[config.mk]
export PLATFORM = sky130hd
export DESIGN_NAME = prio_req_encoder
export DESIGN_NICKNAME = d
export VERILOG_FILES = /design/src/rtl/prio_enc_pkg.sv /design/src/rtl/prio_pick.sv /design/src/rtl/prio_req_encoder.sv
export SDC_FILE = /design/constraint.sdc
export NUM_CORES = 1
export LEC_CHECK = 0
export ABC_AREA = 1
export BUFFER_PORTS_ARGS = -buffer_cell sky130_fd_sc_hd__buf_4
export CAP_MARGIN = 20
export CORE_AREA = 3 3 56 58
export DETAILED_ROUTE_END_ITERATION = 8
export DIE_AREA = 0 0 59 61
export PLACE_DENSITY = 0.81
export RECOVER_POWER = 25
export SYNTH_ARGS = -nofsm -noshare
export SYNTH_HDL_FRONTEND = slang
export SYNTH_SLANG_ARGS = --single-unit
[constraint.sdc]
create_clock -name clk -period 5.1 [get_ports clk]
set_input_delay 0 -clock clk [delete_from_list [all_inputs] [get_ports clk]]
set_output_delay 0 -clock clk [all_outputs]
set_load 0.01 [all_outputs]
[src/rtl/prio_enc_pkg.sv]
// Shared types and helpers for the priority request encoder.
package prio_enc_pkg;

    // Output stage: EMPTY has nothing to offer, HOLD presents out_idx.
    typedef enum logic {
        ST_EMPTY = 1'b0,
        ST_HOLD  = 1'b1
    } enc_state_e;

    // Index width for n request lines; never narrower than one bit.
    function automatic int unsigned idx_width(input int unsigned n);
        return (n < 2) ? 1 : $clog2(n);
    endfunction

endpackage

[src/rtl/prio_pick.sv]
// Combinational picker: searches cand downward from start, wrapping 0 -> N-1,
// and returns the first set index.
module prio_pick
    import prio_enc_pkg::*;
#(
    parameter  int unsigned N  = 8,
    localparam int unsigned IW = idx_width(N)
) (
    input  logic [N-1:0]  cand,
    input  logic [IW-1:0] start,
    output logic [IW-1:0] idx,
    output logic          found
);

    // Descending circular scan; the first hit wins.
    always_comb begin
        int unsigned pos;
        idx   = '0;
        found = 1'b0;
        for (int unsigned k = 0; k < N; k++) begin
            pos = ((int'(start) % N) + N - k) % N;
            if (!found && cand[pos]) begin
                found = 1'b1;
                idx   = IW'(pos);
            end
        end
    end

endmodule

[src/rtl/prio_req_encoder.sv]
// Priority request encoder with a one-entry output stage, a pending set and
// a saturating drop counter. Define PRIO_ENC_RR_EN for round-robin selection;
// otherwise selection is fixed priority (highest index wins).
module prio_req_encoder
    import prio_enc_pkg::*;
#(
    parameter  int unsigned N     = 8,
    parameter  int unsigned CNT_W = 8,
    localparam int unsigned IW    = idx_width(N)
) (
    input  logic             clk,
    input  logic             rst_n,
    input  logic [N-1:0]     req,
    output logic             out_valid,
    input  logic             out_ready,
    output logic [IW-1:0]    out_idx,
    output logic [N-1:0]     pend,
    output logic [CNT_W-1:0] drop_cnt
);

    enc_state_e       state_q, state_d;
    logic [IW-1:0]    idx_q, idx_d;
    logic [N-1:0]     pend_q, pend_d;
    logic [CNT_W-1:0] drop_q, drop_d;

    logic [N-1:0]     cand;
    logic             load;
    logic [IW-1:0]    start;
    logic [IW-1:0]    pick_idx;
    logic             pick_found;
    logic             grant;
    logic [N-1:0]     grant_mask;
    logic             drop_hit;

`ifdef PRIO_ENC_RR_EN
    logic [IW-1:0]    rr_ptr_q, rr_ptr_d;
    assign start = rr_ptr_q;
`else
    assign start = IW'(N - 1);
`endif

    prio_pick #(
        .N (N)
    ) u_pick (
        .cand  (cand),
        .start (start),
        .idx   (pick_idx),
        .found (pick_found)
    );

    // Candidate set, load slot and grant decode.
    always_comb begin
        cand       = pend_q | req;
        load       = (state_q == ST_EMPTY) || out_ready;
        grant      = load && pick_found;
        grant_mask = grant ? ({{(N-1){1'b0}}, 1'b1} << pick_idx) : '0;
    end

    // FSM state register.
    always_ff @(posedge clk or negedge rst_n) begin
        if (!rst_n) begin
            state_q <= ST_EMPTY;
        end else begin
            state_q <= state_d;
        end
    end

    // FSM next state: a load slot refills or empties the stage, else it holds.
    always_comb begin
        state_d = state_q;
        if (load) begin
            state_d = pick_found ? ST_HOLD : ST_EMPTY;
        end
    end

    // FSM outputs.
    always_comb begin
        out_valid = (state_q == ST_HOLD);
    end

    // Datapath next state: index, pending set, drop counter.
    always_comb begin
        idx_d = grant ? pick_idx : idx_q;
        // A req on the granted line is absorbed by the grant itself.
        pend_d = load ? (cand & ~grant_mask) : (pend_q | req);
        // A request landing on an already-pending, ungranted line is merged.
        drop_hit = |(req & pend_q & ~grant_mask);
        drop_d = (drop_hit && (drop_q != '1)) ? drop_q + CNT_W'(1) : drop_q;
    end

    // Datapath registers.
    always_ff @(posedge clk or negedge rst_n) begin
        if (!rst_n) begin
            idx_q  <= '0;
            pend_q <= '0;
            drop_q <= '0;
        end else begin
            idx_q  <= idx_d;
            pend_q <= pend_d;
            drop_q <= drop_d;
        end
    end

`ifdef PRIO_ENC_RR_EN
    // Round-robin pointer: next search starts just below the last grant.
    always_comb begin
        rr_ptr_d = rr_ptr_q;
        if (grant) begin
            rr_ptr_d = (pick_idx == '0) ? IW'(N - 1) : pick_idx - IW'(1);
        end
    end

    // Round-robin pointer register.
    always_ff @(posedge clk or negedge rst_n) begin
        if (!rst_n) begin
            rr_ptr_q <= IW'(N - 1);
        end else begin
            rr_ptr_q <= rr_ptr_d;
        end
    end
`endif

    assign out_idx  = idx_q;
    assign pend     = pend_q;
    assign drop_cnt = drop_q;

endmodule

* Yosys cells after proc, flatten, opt, wreduce, memory -nomap -nowiden
Cells that the tools add are included.
Storage, ports and cells: input port bits 11, flip-flop bits (word level) 20, output and inout bits 20, word-level logic and storage cells 50
Cells by class: bitwise operators 6, multiplexer cells 19, eq/ne operators 1, shift operators 1, reduce and logical (&&, ||, !) cells 18, add/subtract/negate cells 1
Operators by type and width (count):
- AND 8 bit | 3
- two-way mux 3 bit | 8
- two-way mux 8 bit | 2
- logical AND 1 bit | 9
- two-way mux 1 bit | 9
- adder 8 x 1 -> 8 bit, second input constant | 1
- != test 8 bit, second input constant | 1
- inverter 8 bit | 1
- OR 8 bit | 1
- OR reduction 8 bit | 1
- << shifter 1 x 3 -> 8 bit, first input constant | 1
- zero test 1 bit | 7
- logical OR 1 bit | 1
- inverter 1 bit | 1

* Depth between registers and ports, before layout
depth in word-level cells 29, depth in mapped cells 14, depth with buffers taken out 14

* Cells and area by module
From an unflattened synthesis, not the netlist that was laid out.
Second synthesis, totals: cells, all modules 281, area total of the unflattened synthesis 1874.3 um^2
Modules (own cells, without submodules):
- prio_req_encoder | area an instance 1123.6 um^2, times used 1, sequential area each 500.5 um^2, cells an instance 143
- prio_pick | area an instance 750.7 um^2, times used 1, sequential area each 0.0 um^2, cells an instance 138

* Worst setup path after synthesis
Ideal clock, no wire load.
path type flip-flop to flip-flop, from register pend_q[7], in the netlist pend[7], to register drop_q[2], in the netlist drop_cnt[2], data arrival time 1612 ps, required time 4983 ps, period minus slack after synthesis 1730 ps, setup slack 3370 ps, buffers on the path 0, cell stages (with the launch flop) 15, setup time 117 ps, cells stage by stage dfrtp_1 > nor2_4 > nand2_4 > nor2_8 > nand3_4 > nor2_4 > nand2_2 > nand3_2 > nand2_1 > nand2_1 > nor2_4 > nand2_4 > nand2_4 > nand2_1 > nand2_1
On the way: cells in the longest elaborated chain, start to end 29, elaborated cells on any way between the ends 39, classes of those cells shift (1); mux (17); bitwise (4); reduce/logical (17)
RTL lines:
- start, declared | line prio_req_encoder.sv:23 | logic [N-1:0] pend_q, pend_d;
- start signal, assigned | line prio_req_encoder.sv:99 | pend_q <= pend_d;
- OR 8 bit | line prio_req_encoder.sv:53 | cand = pend_q | req;
- two-way mux 1 bit | line prio_pick.sv:22 | if (!found && cand[pos]) begin
- zero test 1 bit | line prio_pick.sv:22
- logical AND 1 bit | line prio_pick.sv:22
- two-way mux 1 bit | line prio_pick.sv:22
- zero test 1 bit | line prio_pick.sv:22
- logical AND 1 bit | line prio_pick.sv:22
- two-way mux 1 bit | line prio_pick.sv:22
- [13 not listed]
- logical AND 1 bit | line prio_pick.sv:22
- two-way mux 3 bit or two-way mux 1 bit (tied branches) | line prio_pick.sv:22
- << shifter 1 x 3 -> 8 bit or logical AND 1 bit (tied branches) | line prio_req_encoder.sv:56, prio_req_encoder.sv:55
- two-way mux 8 bit | line prio_req_encoder.sv:56 | grant_mask = grant ? ({{(N-1){1'b0}}, 1'b1} << pick_idx) : '0;
- inverter 8 bit | line prio_req_encoder.sv:87 | drop_hit = |(req & pend_q & ~grant_mask);
- AND 8 bit * | line prio_req_encoder.sv:87
- OR reduction 8 bit * | line prio_req_encoder.sv:87
- logical AND 1 bit * | line prio_req_encoder.sv:88 | drop_d = (drop_hit && (drop_q != '1)) ? drop_q + CNT_W'(1) : drop_q;
- end signal, assigned | line prio_req_encoder.sv:100 | drop_q <= drop_d;
- end, declared | line prio_req_encoder.sv:24 | logic [CNT_W-1:0] drop_q, drop_d;
Every way passes the cells marked *; elsewhere a longest branch is shown, timed or not. A chain may end at the register's enable or synchronous reset.

* Worst setup path in the final report
from register pend_q[4], in the netlist pend[4], to register drop_q[1], in the netlist drop_cnt[1]
On the way: cells in the longest elaborated chain, start to end 21, elaborated cells on any way between the ends 28, classes of those cells shift (1); mux (11); bitwise (4); reduce/logical (12)
RTL lines (line):
- OR 8 bit | prio_req_encoder.sv:53
- logical AND 1 bit | prio_pick.sv:22
- two-way mux 1 bit | prio_pick.sv:22
- zero test 1 bit | prio_pick.sv:22
- logical AND 1 bit | prio_pick.sv:22
- two-way mux 1 bit | prio_pick.sv:22
- zero test 1 bit | prio_pick.sv:22
- logical AND 1 bit | prio_pick.sv:22
- [5 not listed]
- logical AND 1 bit | prio_pick.sv:22
- two-way mux 3 bit or two-way mux 1 bit (tied branches) | prio_pick.sv:22
- << shifter 1 x 3 -> 8 bit or logical AND 1 bit (tied branches) | prio_req_encoder.sv:56, prio_req_encoder.sv:55
- two-way mux 8 bit | prio_req_encoder.sv:56
- inverter 8 bit | prio_req_encoder.sv:87
- AND 8 bit * | prio_req_encoder.sv:87
- OR reduction 8 bit * | prio_req_encoder.sv:87
- logical AND 1 bit * | prio_req_encoder.sv:88
Marks and branches as above.

==> metrics <==
Clock Root Buffer clkbuf_4; PwrDens 349 mW/mm^2; Core Area 0.00271 mm^2; die area 0.00360 mm^2; routed via count 1,111; clock latency on the worst-skew pair 0.29 ns; GRT Resource Usage Total 16.1%; Post-synth top cells 46 x nand2_1, 20 x dfrtp_1, 18 x inv_1; status completed; minimum clock period 1.91 ns; Area contributors post-synth dfrtp_1 40%, nand2_1 14%, inv_1 5.4%, nor2_4 5.4%, nand3_1 5.2%; Worst Setup End Kind register; Post-synth EDFFs 0; drt initial violations 33; post-route ant nets 0; leakage power 0.000820 uW; Syn Area/Cell 7.95 um^2; predominant post-synthesis flop cell dfrtp_1; HPWL Detailed 2000 um; post-synthesis cell type count 29; Remaining DRCs 0; Reg2Reg Setup Slack 3.19 ns; first-pass GRT wire length 4490 um; # diodes 0; layout cells sized above 1 32.3%; Layout Area Growth over Synthesis 28.3%; CTS max path bufs 2; I/O pin cnt 31; Final Power 558 uW; Post-Syn Area 0.00125 mm^2; initial core utilization 46.0%; clock-pin slew of the registers on the worst-case setup and hold paths 0.12 ns; WL per Instance 11.4 um; TritonRoute pass-1 iters 4; Total Nets Final 208; final hold violation count 0; worst reg2reg path depth 14; Overflow after GRT 0; Peak Freq 522 MHz; Avg Vias per Cell 4.92; asr flop ratio synth 100%; met1 Track Usage GR 22.8%; CTS tree yes; synthesis warning total 0; post-synth top area cell dfrtp_1; hold path cells 5; DRT Wirelength 2580 um; Worst slew margin 30.5%; Finish-stage setup viols 0; vias in the first global route 1,026; CP Data Required Time 5.30 ns; largest net degree at the start of global routing 21; Clock Sinks 20; total CTS buffers 3; most frequent cell after synthesis nand2_1; CP Class register to register; initial antenna violation count 0; MaxCap Viol Count 0; CP max stage cell dfrtp_1; Max VDD drop 0.000250 V; max incr delay on CP 0.45 ns; Slew @ Worst Pin 1.04 ns; sequential fraction of the synthesis area 40.1%; top cell type's share of synthesized area 40.1%; Post-Syn Instances 157; CP max FO 10; H-tree depth 1; Hold/Removal Path Class input pin to register; data arrival time of the worst path 2.11 ns; crit-path cells nor2_2, nand2_2, nor2_8, nand3_4, nor2_4, nand2_2, nand3_2, nand2_1, nand2_1, nor2_4, nand2_4, nand2_4, nand2_1, nand2_1; #FFs+latches synth 20; chip width 59 um; Core Rows 19; FF-to-FF End drop_cnt[1]; Reg-to-Reg Start pend[4]; fin. max-slew vios 0; Final Cycle Share 37.5%; met3 Usage GRT 1.91%; post-synth net total 169; crit path launch type register; clk_skew 0.000583 ns; setup TNS 0 ns; GP Congestion 0.980; # resized after CTS 0; Port Buffers 30; M2 GR Usage 26.3%; Worst Setup SP pend[4]; Most Crowded Layer GR met2; RSZ-0062 raised after global routing no; most used cell, CP nand2_1; worst setup path endpoint drop_cnt[1]; Die Y 61 um
final cells by class:
class | count | area, um^2
clock buffers | 3 | 22.5
clock inverters | 1 | 30.0
fillers | 251 | 1110
inverters | 26 | 97.6
multi-input cells | 111 | 649
flip-flops and latches | 20 | 500
well taps | 31 | 38.8
repair buffers | 34 | 262
state kept, by name, summed over array words and instances, names as in the netlist:
name and cells:
pend 8, out_valid 1, out_idx 3, drop_cnt 8
cell families (layout without fill, tap and decap cells):
| family | after synthesis | count (layout) | synth area share, % |
|---|---|---|---|
| flops | 20 | 20 | 40.1 |
| compound gates | 10 | 10 | 4.61 |
| xor+xnor | 5 | 5 | 3.51 |
| buf+inv | 26 | 64 | 7.82 |
| fa+ha+maj | 1 | 1 | 1.00 |
| simple gates | 95 | 95 | 42.9 |
critical path: cells and delay by family, from the launching register on:
family | cells | cell delay, ns
flops | 1 | 0.45
simple gates | 14 | 1.38
stage by stage:
step	area (um^2)	setup WS [ns]	cells	hold slack (ns)	utilization, %
2_1_floorplan	1250	3.37	157	-0.296	-
3_3_place_gp	1510	3.25	218	-0.109	55.8
3_5_place_dp	1510	3.24	218	-0.105	55.8
4_1_cts	1600	3.19	226	0.0203	59.2
5_1_grt	1600	3.00	226	0.0343	59.0
6_report	1600	3.19	226	0.0169	59.0
worst min path at each step:
stage	startpoint	endpoint
final	req[5]	pend[5]
after global routing	req[5]	pend[5]
after CTS	req[5]	pend[5]
after detailed placement	rst_n	drop_cnt[6]
after global placement	rst_n	drop_cnt[6]
after floorplan	rst_n	drop_cnt[0]
report_power, final:
group          leakage, uW  switching (uW)  internal, uW
sequential        0.000218            41.9           192
clock            0.0000279            48.6          79.3
combinational     0.000575            99.8          96.5
total             0.000820             190           368
layout by cell type (no fill, tap or decap), drive strengths merged:
cell | netlist | routed
a21oi | 2 | 2
a31oi | 2 | 2
buf | 0 | 29
bufinv | 0 | 1
clkbuf | 0 | 4
clkinv | 1 | 1
dfrtp | 20 | 20
dlygate4sd3 | 0 | 4
ha | 1 | 1
inv | 25 | 25
nand2 | 53 | 53
nand3 | 17 | 17
nand3b | 1 | 1
nand4 | 4 | 4
nor2 | 15 | 15
nor3 | 3 | 3
nor4 | 1 | 1
o211ai | 1 | 1
o21a | 1 | 1
o21ai | 4 | 4
or2 | 1 | 1
xnor2 | 1 | 1
xor2 | 4 | 4
layer usage:
| metal | part of all wire, % | wire [um] |
|---|---|---|
| met3 | 5.0 | 129 |
| met2 | 47 | 1220 |
| met4 | 0.54 | 14 |
| met5 | 0 | 0 |
| met1 | 47 | 1210 |
repair_timing:
item | 4_1_cts | 5_1_grt
setup buffers | 0 | 0
setup endpoints to repair | 0 | 0
hold buffers | 4 | 0
hold endpoints to repair | 23 | 0
Note: power is estimated with default switching activity, not from simulation.
